$ cat src/rtl/mem_arb_pkg.sv
// Shared types and constants for the memory port arbiter and its round-robin picker.
package mem_arb_pkg;

    typedef enum logic [1:0] {
        IDLE,
        ISSUE,
        WAIT,
        RESP
    } arbState_e;

    localparam logic PORT_F = 1'b0;
    localparam logic PORT_D = 1'b1;

    // Wide enough for the largest legal read latency (15).
    localparam int LAT_CNT_W = 4;

endpackage

$ cat src/rtl/arb_rr2.sv
// Two-input round-robin picker: a lone requester wins, and on a tie the input
// not granted most recently wins. The remembered winner advances on each update strobe.
module arb_rr2
    import mem_arb_pkg::*;
(
    input  logic       clk,
    input  logic       rst,
    input  logic       reqF,
    input  logic       reqD,
    input  logic       update,
    output logic [1:0] sel
);

    logic lastWinner;

    // NOTE: flops use non-blocking assignments so every register samples pre-edge values.
    always_ff @(posedge clk) begin
        if (rst) begin
            lastWinner <= PORT_D;  // makes fetch win the first tie after reset
        end else if (update) begin
            lastWinner <= sel[PORT_D];
        end
    end

    // NOTE: the output gets a default before any branch so no latch can be inferred.
    always_comb begin
        sel = 2'b00;
        if (reqF && reqD) begin
            sel[PORT_F] = (lastWinner == PORT_D);
            sel[PORT_D] = (lastWinner == PORT_F);
        end else begin
            sel[PORT_F] = reqF;
            sel[PORT_D] = reqD;
        end
    end

endmodule

$ cat src/rtl/mem_port_arbiter.sv
// Shares a single-ported data memory between instruction fetch and load/store.
// One transaction at a time; read data returns to the winning port MEM_LAT cycles after the strobe.
module mem_port_arbiter
    import mem_arb_pkg::*;
#(
    parameter int ADDR_W  = 8,
    parameter int DATA_W  = 32,
    parameter int MEM_LAT = 2
)(
    input  logic              clk,
    input  logic              rst,
    input  logic              f_req,
    input  logic [ADDR_W-1:0] f_addr,
    output logic              f_gnt,
    output logic              f_rvalid,
    output logic [DATA_W-1:0] f_rdata,
    input  logic              d_req,
    input  logic              d_we,
    input  logic [ADDR_W-1:0] d_addr,
    input  logic [DATA_W-1:0] d_wdata,
    output logic              d_gnt,
    output logic              d_rvalid,
    output logic [DATA_W-1:0] d_rdata,
    output logic              m_re,
    output logic              m_we,
    output logic [ADDR_W-1:0] m_addr,
    output logic [DATA_W-1:0] m_wdata,
    input  logic [DATA_W-1:0] m_rdata
);

    arbState_e            state;
    arbState_e            nextState;
    logic [1:0]           pick;
    logic                 startTxn;
    logic                 lastWait;
    logic                 portId;
    logic                 weQ;
    logic [ADDR_W-1:0]    addrQ;
    logic [DATA_W-1:0]    wdataQ;
    logic [DATA_W-1:0]    fRdataQ;
    logic [DATA_W-1:0]    dRdataQ;
    logic [LAT_CNT_W-1:0] latCnt;

    // Requests only count while idle; the picker's pointer moves on every grant decision.
    assign startTxn = (state == IDLE) && (|pick);
    assign lastWait = (state == WAIT) && (latCnt == LAT_CNT_W'(1));

    arb_rr2 uArb (
        .clk    (clk),
        .rst    (rst),
        .reqF   (f_req),
        .reqD   (d_req),
        .update (startTxn),
        .sel    (pick)
    );

    always_ff @(posedge clk) begin
        if (rst) begin
            state <= IDLE;
        end else begin
            state <= nextState;
        end
    end

    always_comb begin
        nextState = state;
        case (state)
            IDLE:    if (|pick) nextState = ISSUE;
            ISSUE:   nextState = weQ ? IDLE : WAIT;
            WAIT:    if (lastWait) nextState = RESP;
            RESP:    nextState = IDLE;
            default: nextState = IDLE;
        endcase
    end

    // The winner's request is latched so the memory bus is driven from flops only.
    always_ff @(posedge clk) begin
        if (rst) begin
            portId <= PORT_F;
            weQ    <= 1'b0;
            addrQ  <= '0;
            wdataQ <= '0;
        end else if (startTxn) begin
            portId <= pick[PORT_D];
            weQ    <= pick[PORT_D] & d_we;
            addrQ  <= pick[PORT_D] ? d_addr : f_addr;
            wdataQ <= (pick[PORT_D] && d_we) ? d_wdata : '0;
        end
    end

    always_ff @(posedge clk) begin
        if (rst) begin
            latCnt <= '0;
        end else if (state == ISSUE) begin
            latCnt <= LAT_CNT_W'(MEM_LAT);
        end else if (state == WAIT) begin
            latCnt <= latCnt - LAT_CNT_W'(1);
        end
    end

    // NOTE: the read-data registers are reset too, because both rdata outputs must read 0 after reset.
    always_ff @(posedge clk) begin
        if (rst) begin
            fRdataQ <= '0;
            dRdataQ <= '0;
        end else if (lastWait) begin
            if (portId == PORT_F) begin
                fRdataQ <= m_rdata;
            end else begin
                dRdataQ <= m_rdata;
            end
        end
    end

    always_comb begin
        f_gnt    = 1'b0;
        d_gnt    = 1'b0;
        f_rvalid = 1'b0;
        d_rvalid = 1'b0;
        m_re     = 1'b0;
        m_we     = 1'b0;
        case (state)
            ISSUE: begin
                f_gnt = (portId == PORT_F);
                d_gnt = (portId == PORT_D);
                m_re  = ~weQ;
                m_we  = weQ;
            end
            RESP: begin
                f_rvalid = (portId == PORT_F);
                d_rvalid = (portId == PORT_D);
            end
            default: ;
        endcase
    end

    assign m_addr  = addrQ;
    assign m_wdata = wdataQ;
    assign f_rdata = fRdataQ;
    assign d_rdata = dRdataQ;

endmodule

$ cat config.mk
export PLATFORM = sky130hd
export DESIGN_NAME = mem_port_arbiter
export DESIGN_NICKNAME = d
export VERILOG_FILES = /design/src/rtl/mem_arb_pkg.sv /design/src/rtl/arb_rr2.sv /design/src/rtl/mem_port_arbiter.sv
export SDC_FILE = /design/constraint.sdc
export NUM_CORES = 1
export LEC_CHECK = 0
export BUFFER_PORTS_ARGS = -buffer_cell sky130_fd_sc_hd__clkbuf_2
export CORE_MARGIN = 3
export CORE_UTILIZATION = 25
export CTS_CLUSTER_SIZE = 24
export DETAILED_ROUTE_END_ITERATION = 6
export PLACE_DENSITY_LB_ADDON = 0.1
export RECOVER_POWER = 25
export SYNTH_ARGS = -nofsm -noshare
export SYNTH_HDL_FRONTEND = slang
export SYNTH_SLANG_ARGS = --single-unit
$ cat constraint.sdc
create_clock -name clk -period 2.35 [get_ports clk]
set_clock_uncertainty 0.2 [all_clocks]
set_input_delay 0.235 -clock clk [delete_from_list [all_inputs] [get_ports clk]]
set_output_delay 0.235 -clock clk [all_outputs]
set_load 0.02 [all_outputs]
=== Word-level counts from Yosys, hierarchy flattened ===
Index checks and enable logic that the tools add are counted.

* Flip-flop bits (word level): 113
* Output and inout bits: 110

* Add/sub/neg operators: 1
* Eq/ne operators: 6
* Muxes and demuxes: 15
* Bitwise operators: 4
* Reduce and logical (&&, ||, !) cells: 11

{| class="wikitable"
|+ Operators with widths
! operator !! number
|-
| two-way mux 32 bit || 1
|-
| two-way mux 2 bit || 6
|-
| two-way mux 8 bit || 1
|-
| case mux 2 bit (4 select lines) || 1
|-
| two-way mux 1 bit || 6
|-
| AND reduction 2 bit || 3
|-
| == test 2 bit, second input constant || 2
|-
| == test 4 x 1 -> 1 bit, second input constant || 1
|-
| logical AND 1 bit || 4
|-
| OR reduction 2 bit || 2
|-
| subtractor 4 x 1 -> 4 bit, second input constant || 1
|-
| inverter 1 bit || 3
|-
| == test 2 x 1 -> 1 bit, second input constant || 1
|-
| logical NOT 2 bit || 1
|-
| inequality test 2 x 1 -> 1 bit, second input constant || 1
|-
| inequality test 2 bit, second input constant || 1
|-
| nonzero test 2 bit || 1
|-
| bitwise AND 1 bit || 1
|}

=== Depth between registers and ports, before layout ===
Gate-level depths: netlist (run 1).

* Word-level depth: 5
* Depth in mapped cells: 8

=== Modules after synthesis ===
A second synthesis (run 1) with hierarchy kept.

* Cell total of the unflattened synthesis: 497
* Area, all modules: 4570.6 µm²

{| class="wikitable"
|+ Modules (own cells, without submodules)
! module !! times used !! cells an instance !! area each (µm²) !! seq. area each (µm²)
|-
| mem_port_arbiter || 1 || 491 || 4516.8 || 2242.2
|-
| arb_rr2 || 1 || 6 || 53.8 || 20.0
|}

=== Worst setup path after synthesis (run 1) ===
OpenSTA, ideal clock, no wires.

* Path type: register to register
* Start: register state[0]
* End: register dRdataQ[30], in the netlist d_rdata[30]
* Data arrival time: 1.375 ns
* Required time: 2.018 ns
* Path slack: 0.643 ns
* Stages on the path, launching flop included: 9
* Path through: dfxtp_1 inv_1 ha_1 buf_4 and4bb_1 buf_6 buf_6 nand3_1 a21oi_1

* Word-level cells in the longest chain between the ends: 3

{| class="wikitable"
|+ Ends and longest elaborated chain
! element !! RTL line !! text
|-
| start, declared || mem_port_arbiter.sv:31 || <nowiki>arbState_e state;</nowiki>
|-
| start signal, assigned || mem_port_arbiter.sv:61 || <nowiki>state <= nextState;</nowiki>
|-
| == test 2 bit || mem_port_arbiter.sv:46 || <nowiki>assign lastWait = (state == WAIT) && (latCnt == LAT_CNT_W'(1));</nowiki>
|-
| logical AND 1 bit || mem_port_arbiter.sv:46 ||
|-
| AND reduction 2 bit (no source line) || -- ||
|-
| end signal, assigned || mem_port_arbiter.sv:110 || <nowiki>dRdataQ <= m_rdata;</nowiki>
|-
| end, declared || mem_port_arbiter.sv:41 || <nowiki>logic [DATA_W-1:0] dRdataQ;</nowiki>
|}

No other way between the ends.
A chain may end at the register's enable or synchronous reset.

=== Worst setup path in the final report (run 1) ===
* Start: input f_req
* End: register addrQ[5], in the netlist m_addr[5]

* Word-level cells in the longest chain between the ends: 4

{| class="wikitable"
|+ Ends and longest elaborated chain
! element !! RTL line !! text
|-
| start, declared || mem_port_arbiter.sv:12 || <nowiki>input logic f_req,</nowiki>
|-
| logical AND 1 bit || arb_rr2.sv:28 || <nowiki>if (reqF && reqD) begin</nowiki>
|-
| two-way mux 2 bit (*) || arb_rr2.sv:28 ||
|-
| OR reduction 2 bit || mem_port_arbiter.sv:45 || <nowiki>assign startTxn = (state == IDLE) && (|pick);</nowiki>
|-
| logical AND 1 bit || mem_port_arbiter.sv:45 ||
|-
| end signal, assigned || mem_port_arbiter.sv:86 || <nowiki>addrQ <= pick[PORT_D] ? d_addr : f_addr;</nowiki>
|-
| end, declared || mem_port_arbiter.sv:38 || <nowiki>logic [ADDR_W-1:0] addrQ;</nowiki>
|}

Every way passes the cells marked *; elsewhere a longest branch is shown, timed or not.

==> results of run 1 <==
## cell type report
type                    instances  area [um^2]  share of cell area, %
clock buffers                  25          505                   7.18
inverters                       6         22.5                  0.320
clock inverters                 5          100                   1.42
repair buffers                287         1870                   26.6
well taps                     225          282                   4.00
multi-input cells             360         2000                   28.4
flip-flops and latches        113         2260                   32.2
## layout by cell type, fill, tap and decap left out, drive strengths merged, types with 2 or more instances in the layout
cell type,instances
clkbuf,218
buf,12
nand3,65
nand4,32
a21oi,97
and2,4
o21ai,66
xnor2,2
nand2b,3
mux2i,9
nor2b,3
nor2,11
dlygate4sd3,82
bufinv,3
clkinv,2
inv,6
a211oi,11
nand2,35
ha,7
nor3,4
dfxtp,113
## path summary, 6_finish.rpt
check | start | to | slack [ns]
setup reg to reg | state[0]$_SDFFE_PP0P_ | f_rdata[4]$_SDFFE_PP0P_ | 0.33
hold reg to reg | m_wdata[20]$_SDFFE_PP0P_ | m_wdata[20]$_SDFFE_PP0P_ | 0.25
setup / recovery | f_req | m_addr[5]$_SDFFE_PP0P_ | 0.24
hold / removal | d_req | state[0]$_SDFFE_PP0P_ | 0.18
## routing by layer
metal / routed length [um] / share of wire, %
met3: 1010 / 6.7
met4: 253 / 1.7
met1: 6670 / 44
met2: 7080 / 47
met5: 0 / 0
## power breakdown
part	leakage (nW)	switching, mW	internal [mW]
Sequential	0.915	0.0455	1.99
Combinational	1.50	0.488	0.324
Clock	0.299	0.838	1.79
Total	2.71	1.37	4.10
## flip-flops by register name, indices dropped and copies added, names as in the netlist, named ones only
register	count
d_rdata	32
f_rdata	32
latCnt	4
m_addr	8
m_wdata	32
portId	1
state	1
uArb.lastWinner	1
weQ	1
## cells in the mapped netlist (3+ instances only)
| cell | n | area (um^2) |
|---|---|---|
| o21ai_0 | 43 | 215 |
| nor2b_1 | 3 | 18.8 |
| nor3_1 | 4 | 20.0 |
| clkbuf_1 | 27 | 101 |
| nand2b_1 | 3 | 18.8 |
| inv_1 | 5 | 18.8 |
| mux2i_1 | 9 | 90.1 |
| nand4_1 | 32 | 200 |
| nor2_1 | 11 | 41.3 |
| a211oi_1 | 9 | 67.6 |
| nand2_1 | 35 | 131 |
| ha_1 | 7 | 87.6 |
| nand3_1 | 65 | 325 |
| buf_6 | 7 | 78.8 |
| and2_1 | 4 | 25.0 |
| a21oi_1 | 97 | 485 |
| buf_2 | 19 | 95.1 |
| dfxtp_1 | 113 | 2260 |
| buf_4 | 5 | 37.5 |
| o21ai_1 | 22 | 110 |
## cell families (layout without fill, tap and decap cells)
| family | after synthesis | in the layout | synth area share (%) |
|---|---|---|---|
| multiplexers | 9 | 9 | 1.96 |
| flip-flops | 113 | 113 | 49.3 |
| buffers and inverters | 65 | 323 | 7.38 |
| XOR/XNOR | 3 | 3 | 0.572 |
| AND/OR/NAND/NOR | 162 | 162 | 18.2 |
| adder cells (fa/ha/maj) | 7 | 7 | 1.91 |
| AO/OA/AOI/OAI | 179 | 179 | 20.7 |
## tightest hold or removal path: cells and delay by family
kind | cells | cell delay, ns
buffers and inverters | 1 | 0.13
and+or+nand+nor | 2 | 0.29
AOI/OAI and AO/OA | 1 | 0.07
## metrics by stage
step                instance area (um^2)  total power, mW  cells  setup slack, ns
global placement                    5680             2.77    909            0.390
detailed placement                  5680             2.77    909            0.314
finish                              7040             5.47   1021            0.240
global route                        7040             5.75   1021            0.164
CTS                                 7110             5.57   1021            0.278
floorplan                           4590             2.52    538            0.643
==> run metrics, run 1 <==
final wirelength 15,000 um; setup TNS 0 ns; critical path depth 7; post-cts hold buffer count 82; Die Width 142 um; post-cts sizing count 0; ant diodes 0; Hold Path Depth 4; post-synthesis cell type count 36; RD Place Congestion 0.697; antenna violations before repair 0; CTS tree built; leakage power 2.71 nW; Post-Synthesis Cells 538; Syn. warnings 0; Final Hold Fails 0; R2R cell count 6; CP Capture Type flip-flop; Inserted Clock Buffers 17; Slew @ Worst Pin 0.667 ns; syn nets 630; Total GRT Usage 14.6%; H-Tree Depth 4; Initial Util 26.0%; Post-CTS Setup Bufs 0; status finished clean; CTS Sinks 113; detailed-route via count 4,878; grt met3 use 4.99%; number of global-route vias before repair 4,683; initial DRC count 314; Worst Path Required 2.40 ns; Avg Cell Area, Syn 8.54 um^2; post-layout util 39.9%; M1 GR Usage 18.8%; FMAX 474 MHz; crit path kind input port to flip-flop; Detailed Routing Iterations Pass 1 4; Hold Slack 0.178 ns; Final #Nets 877; Clock Tree Buf Depth 2; Synth Register Bits 113; CP bufs+invs 4; Skew-Pair Late Insertion Delay 0.40 ns; die height 142 um; sequential area share after synthesis 49.3%; Port Buf Inserts 194; RSZ-0062 raised after global routing no; Max Slew Vio Count 0; Post-DRT Antenna Nets 0; M2 GR Usage 22.9%; Worst-path clk slew 0.05 ns; Hold Crit Class input port to flip-flop; Post-synth EDFFs 0; io pins 195; critical path's top delay family buffers and inverters; Synth Flop Type dfxtp_1; Worst VDD drop 0.502 mV; area grow syn2layout 53.3%; maxcap violations 0; fin crit share 89.8%; Slew headroom 55.5%; first-pass GRT wire length 23,900 um; Mapped Area 4590 um^2; fraction of layout cells with a size suffix above 1 23.2%; Row Count 48; Vias per Instance 4.78; global route total overflow 0; Die Area 20,000 um^2; Worst path most repeated cell dlygate4sd3_1; most crowded layer after global routing met2; ys async rst share 0%; CP arrival 2.16 ns; Critical Path Fanout Max 8; Core ar. 17,700 um^2; root buf cell clkbuf_16; post-DP HPWL 9390 um; filler cell count 1,843; WL/cell 14.7 um; Critical Path Source Type input port; P per Cell Area 778 nW/um^2; CP peak stage delay 0.57 ns; # setup viols final 0; largest net degree at the start of global routing 65; DR DRC count 0; crit-path cells dlygate4sd3_1 -> clkbuf_2 -> a21boi_1 -> buf_4 -> mux2i_1 -> dlygate4sd3_1 -> a211oi_1; post-layout minimum cycle time 2.11 ns; Crit-path slowest cell dlygate4sd3_1
(Power assumes the default switching activity.)
==> run 2: changes to the inputs <==
- CORE_MARGIN: 3 -> 4
- RECOVER_POWER: 25 -> default
==> run metrics, run 2 (synthesis gave the netlist of run 1 again) <==
status finished clean; fin crit share 88.7%; Worst Path Required 2.48 ns; Inserted Clock Buffers 17; CP arrival 2.21 ns; die height 144 um; maxcap violations 0; post-cts sizing count 0; CP peak stage delay 0.42 ns; RD Place Congestion 0.681; io pins 195; WL/cell 14.8 um; post-layout minimum cycle time 2.08 ns; initial DRC count 226; Final Hold Fails 0; crit-path cells inv_1 -> ha_1 -> and4bb_2 -> buf_12 -> nand3_1 -> a21oi_1; Total GRT Usage 14.8%; Vias per Instance 4.70; critical path's top delay family buffers and inverters; post-DP HPWL 9660 um; DR DRC count 0; Worst-path clk slew 0.05 ns; leakage power 2.89 nW; H-Tree Depth 4; Crit-path slowest cell ha_1; Slew headroom 53.9%; largest net degree at the start of global routing 65; post-layout util 39.4%; Critical Path Source Type flip-flop; CP bufs+invs 2; CP Capture Type flip-flop; final wirelength 15,200 um; global route total overflow 0; Post-CTS Setup Bufs 0; Clock Tree Buf Depth 2; Detailed Routing Iterations Pass 1 4; detailed-route via count 4,819; crit path kind flip-flop to flip-flop; Worst VDD drop 0.490 mV; Post-DRT Antenna Nets 0; fraction of layout cells with a size suffix above 1 30.7%; Die Area 20,600 um^2; area grow syn2layout 54.9%; RSZ-0062 raised after global routing no; Slew @ Worst Pin 0.692 ns; Max Slew Vio Count 0; Placement Setup Slack 0.296 ns; root buf cell clkbuf_16; Port Buf Inserts 194; FMAX 480 MHz; Die Width 144 um; number of global-route vias before repair 4,906; commonest non-fill, non-tap cell in the layout clkbuf_2; Row Count 49; Core ar. 18,000 um^2; ant diodes 0; P per Cell Area 770 nW/um^2; setup TNS 0 ns; # setup viols final 0; Setup WS post-layout 0.267 ns; Hold Slack 0.0334 ns; Skew-Pair Late Insertion Delay 0.40 ns; CTS Sinks 113; CTS tree built; Initial Util 25.5%; most frequent cells in the layout clkbuf_2 (193), dfxtp_1 (112), a21oi_1 (97), dlygate4sd3_1 (80), nand3_1 (65); FF-to-FF setup slack 0.27 ns; Critical Path Fanout Max 64; Final #Nets 876; Hold Crit Class input port to flip-flop; first-pass GRT wire length 24,600 um; antenna violations before repair 0
[run 2: cell count changes in the layout (fill, tap and decap cells not counted), moves of 2 or more]
cell	previous run	this run
clkbuf_1	58	1
clkbuf_2	138	193
clkbuf_8	5	3
clkinv_2	2	4
clkinvlp_4	0	2
dlygate4sd3_1	82	80
[run 2: per-stage QoR]
stage | area (um^2) | total power [mW] | cells
finish | 7110 | 5.48 | 1025
detailed placement | 5710 | 2.78 | 914
floorplan | 4590 | 2.52 | 538
CTS | 7110 | 5.56 | 1025
global route | 7110 | 5.74 | 1025
global placement | 5710 | 2.77 | 914
[run 2: cell type report]
type / instances / area, um^2
clock buffers: 21 / 470
repair buffers: 286 / 1930
inverters: 6 / 22.5
well taps: 229 / 287
fillers: 1846 / 10900
clock inverters: 10 / 134
flip-flops and latches: 113 / 2260
multi-input cells: 360 / 2010
[run 2: worst register-to-register path: cells and delay by family (launching register included)]
kind                       cells  cell delay, ns
buffers and inverters          2            0.45
DFF                            1            0.33
and+or+nand+nor                2            0.45
adders and majority gates      1            0.42
AOI/OAI and AO/OA              1            0.15
[run 2: path summary, 6_finish.rpt]
path | startpoint | to | depth (start not counted)
setup / recovery | state[0]$_SDFFE_PP0P_ | f_rdata[10]$_SDFFE_PP0P_ | 6
hold / removal | f_req | portId$_SDFFE_PP0P_ | 4
setup reg to reg | state[0]$_SDFFE_PP0P_ | f_rdata[10]$_SDFFE_PP0P_ | 6
hold reg to reg | m_wdata[19]$_SDFFE_PP0P_ | m_wdata[19]$_SDFFE_PP0P_ | 2
[run 2: repair_timing]
action,4_1_cts,5_1_grt
endpoints found under the hold margin,104,0
endpoints found under the setup margin,0,0
hold buffers,80,0
[run 2: power by group]
| part | leakage, nW | switching (mW) | total, mW | internal [mW] |
|---|---|---|---|---|
| clock | 0.295 | 0.892 | 2.63 | 1.74 |
| combinational | 1.68 | 0.482 | 0.808 | 0.326 |
| sequential | 0.915 | 0.0521 | 2.04 | 1.98 |
[run 2: metal layers]
layer	up-vias	track usage [%]	part of all wire, %
met3	17	4.89	7.0
li1	2417	-	-
met1	2239	18.2	44
met5	-	0	0
met2	146	25.0	48
met4	0	4.21	1.1
==> run 3: changes to the inputs <==
- CORE_ASPECT_RATIO: default -> 0.9
- CTS_BUF_LIST: default -> sky130_fd_sc_hd__clkbuf_8
- REMOVE_ABC_BUFFERS: default -> 1
==> run metrics, run 3 (synthesis gave the netlist of run 1 again) <==
CTS tree built; ant diodes 0; die height 137 um; final wirelength 15,400 um; crit path kind flip-flop to primary output; FMAX 478 MHz; WL/cell 14.8 um; P per Cell Area 670 nW/um^2; number of global-route vias before repair 4,605; initial DRC count 216; Multi-input gate area 2000 um^2; # setup viols final 0; Worst Path Required 1.91 ns; area grow syn2layout 50.3%; Crit-path slowest cell dfxtp_1; Vias per Instance 4.70; leakage power 2.82 nW; Hold Crit Class input port to flip-flop; post-layout minimum cycle time 2.09 ns; Inserted Clock Buffers 17; fraction of layout cells with a size suffix above 1 30.2%; Final Hold Fails 0; Initial Util 25.7%; CP arrival 1.66 ns; Worst Hold Path EP state[0]$_SDFFE_PP0P_; Reg-to-Reg Start state[0]$_SDFFE_PP0P_; crit-path cells inv_1 -> ha_1 -> nor2b_1 -> clkbuf_2; Hold Path Depth 4; Detailed Routing Iterations Pass 1 4; Core ar. 17,800 um^2; R2R cell count 6; commonest non-fill, non-tap cell in the layout clkbuf_2; Row Count 46; status finished clean; detailed-route via count 4,896; area of placed instances 5710 um^2; most frequent cells in the layout clkbuf_2 (193), dfxtp_1 (112), a21oi_1 (97), dlygate4sd3_1 (82), nand3_1 (65); Critical Path Fanout Max 8; Critical Path Source Type flip-flop; post-cts hold buffer count 82; Total GRT Usage 14.4%; Post-CTS Setup Bufs 0; Post-DRT Antenna Nets 0; Worst VDD drop 0.336 mV; global route total overflow 0; Max Slew Vio Count 0; fin crit share 88.9%; Clock Tree Buf Depth 2; Design Area, Final 6900 um^2; Die Area 20,600 um^2; CP peak stage delay 0.34 ns; root buf cell clkbuf_8; post-DP HPWL 9620 um; reg2reg end f_rdata[16]$_SDFFE_PP0P_; H-Tree Depth 4; post-cts sizing count 0; DR DRC count 0; filler cell count 1,860; Slew headroom 51.8%; largest net degree at the start of global routing 65; Die Width 151 um; CP Capture Type primary output; Worst-path clk slew 0.06 ns; maxcap violations 0; FF-to-FF setup slack 0.37 ns; CTS Sinks 113; FF/Latch Area 2260 um^2; antenna violations before repair 0; setup TNS 0 ns; io pins 195; Skew-Pair Late Insertion Delay 0.43 ns; RD Place Congestion 0.749; Hold Path Origin d_req; Final #Nets 881; RSZ-0062 raised after global routing no; Slew @ Worst Pin 0.723 ns; Port Buf Inserts 194; first-pass GRT wire length 23,600 um
## run 3: changes by cell type in the layout (fill, tap and decap cells not counted), sizes merged, moves of 2 or more
cell         previous run  this run
inv                     6        12
clkinv                  5         2
dlygate4sd3            80        82
buf                    13        16
## run 3: critical path, delay by kind of cell, from the launching register on
family	cells	cell delay [ns]
adder cells (fa/ha/maj)	1	0.34
flip-flops	1	0.34
buffers and inverters	2	0.31
AND/OR/NAND/NOR	1	0.25
## run 3: worst max path at each step
stage                               end             startpoint  depth (start not counted)
2_1_floorplan   d_rdata[0]$_SDFFE_PP0P_  state[0]$_SDFFE_PP0P_                          5
3_3_place_gp   d_rdata[21]$_SDFFE_PP0P_  state[0]$_SDFFE_PP0P_                          6
3_5_place_dp   f_rdata[16]$_SDFFE_PP0P_  state[0]$_SDFFE_PP0P_                          6
4_1_cts                            m_re              flip-flop                          4
5_1_grt                            m_re              flip-flop                          4
6_report                           m_re              flip-flop                          4
## run 3: layout make-up
type,count,share of cell area (%)
flip-flops and latches,113,32.8
multi-input cells,360,28.9
repair buffers,291,28.2
well taps,240,4.35
clock buffers,20,3.99
clock inverters,11,1.45
inverters,6,0.326
## run 3: report_power, final
part	switching (mW)	internal, mW	total (mW)
registers	0.0536	1.98	2.04
logic	0.487	0.333	0.820
clock network	0.774	0.994	1.77
total	1.32	3.31	4.62
## run 3: metal layers
metal | wire (um) | track usage, %
met2 | 6740 | 21.6
met1 | 7030 | 18.9
met3 | 1390 | 5.50
met5 | 0 | 0
met4 | 213 | 4.88
## run 3: metrics by stage
step	instances	setup WS [ns]	hold slack, ns	util [%]	power (mW)
2_1_floorplan	479	-0.486	0.0996	-	2.43
3_3_place_gp	928	0.437	0.239	32.0	2.77
3_5_place_dp	928	0.365	0.242	32.0	2.79
4_1_cts	1041	0.183	0.125	38.7	4.69
5_1_grt	1041	0.0713	0.178	38.7	4.86
6_report	1041	0.260	0.166	38.7	4.62
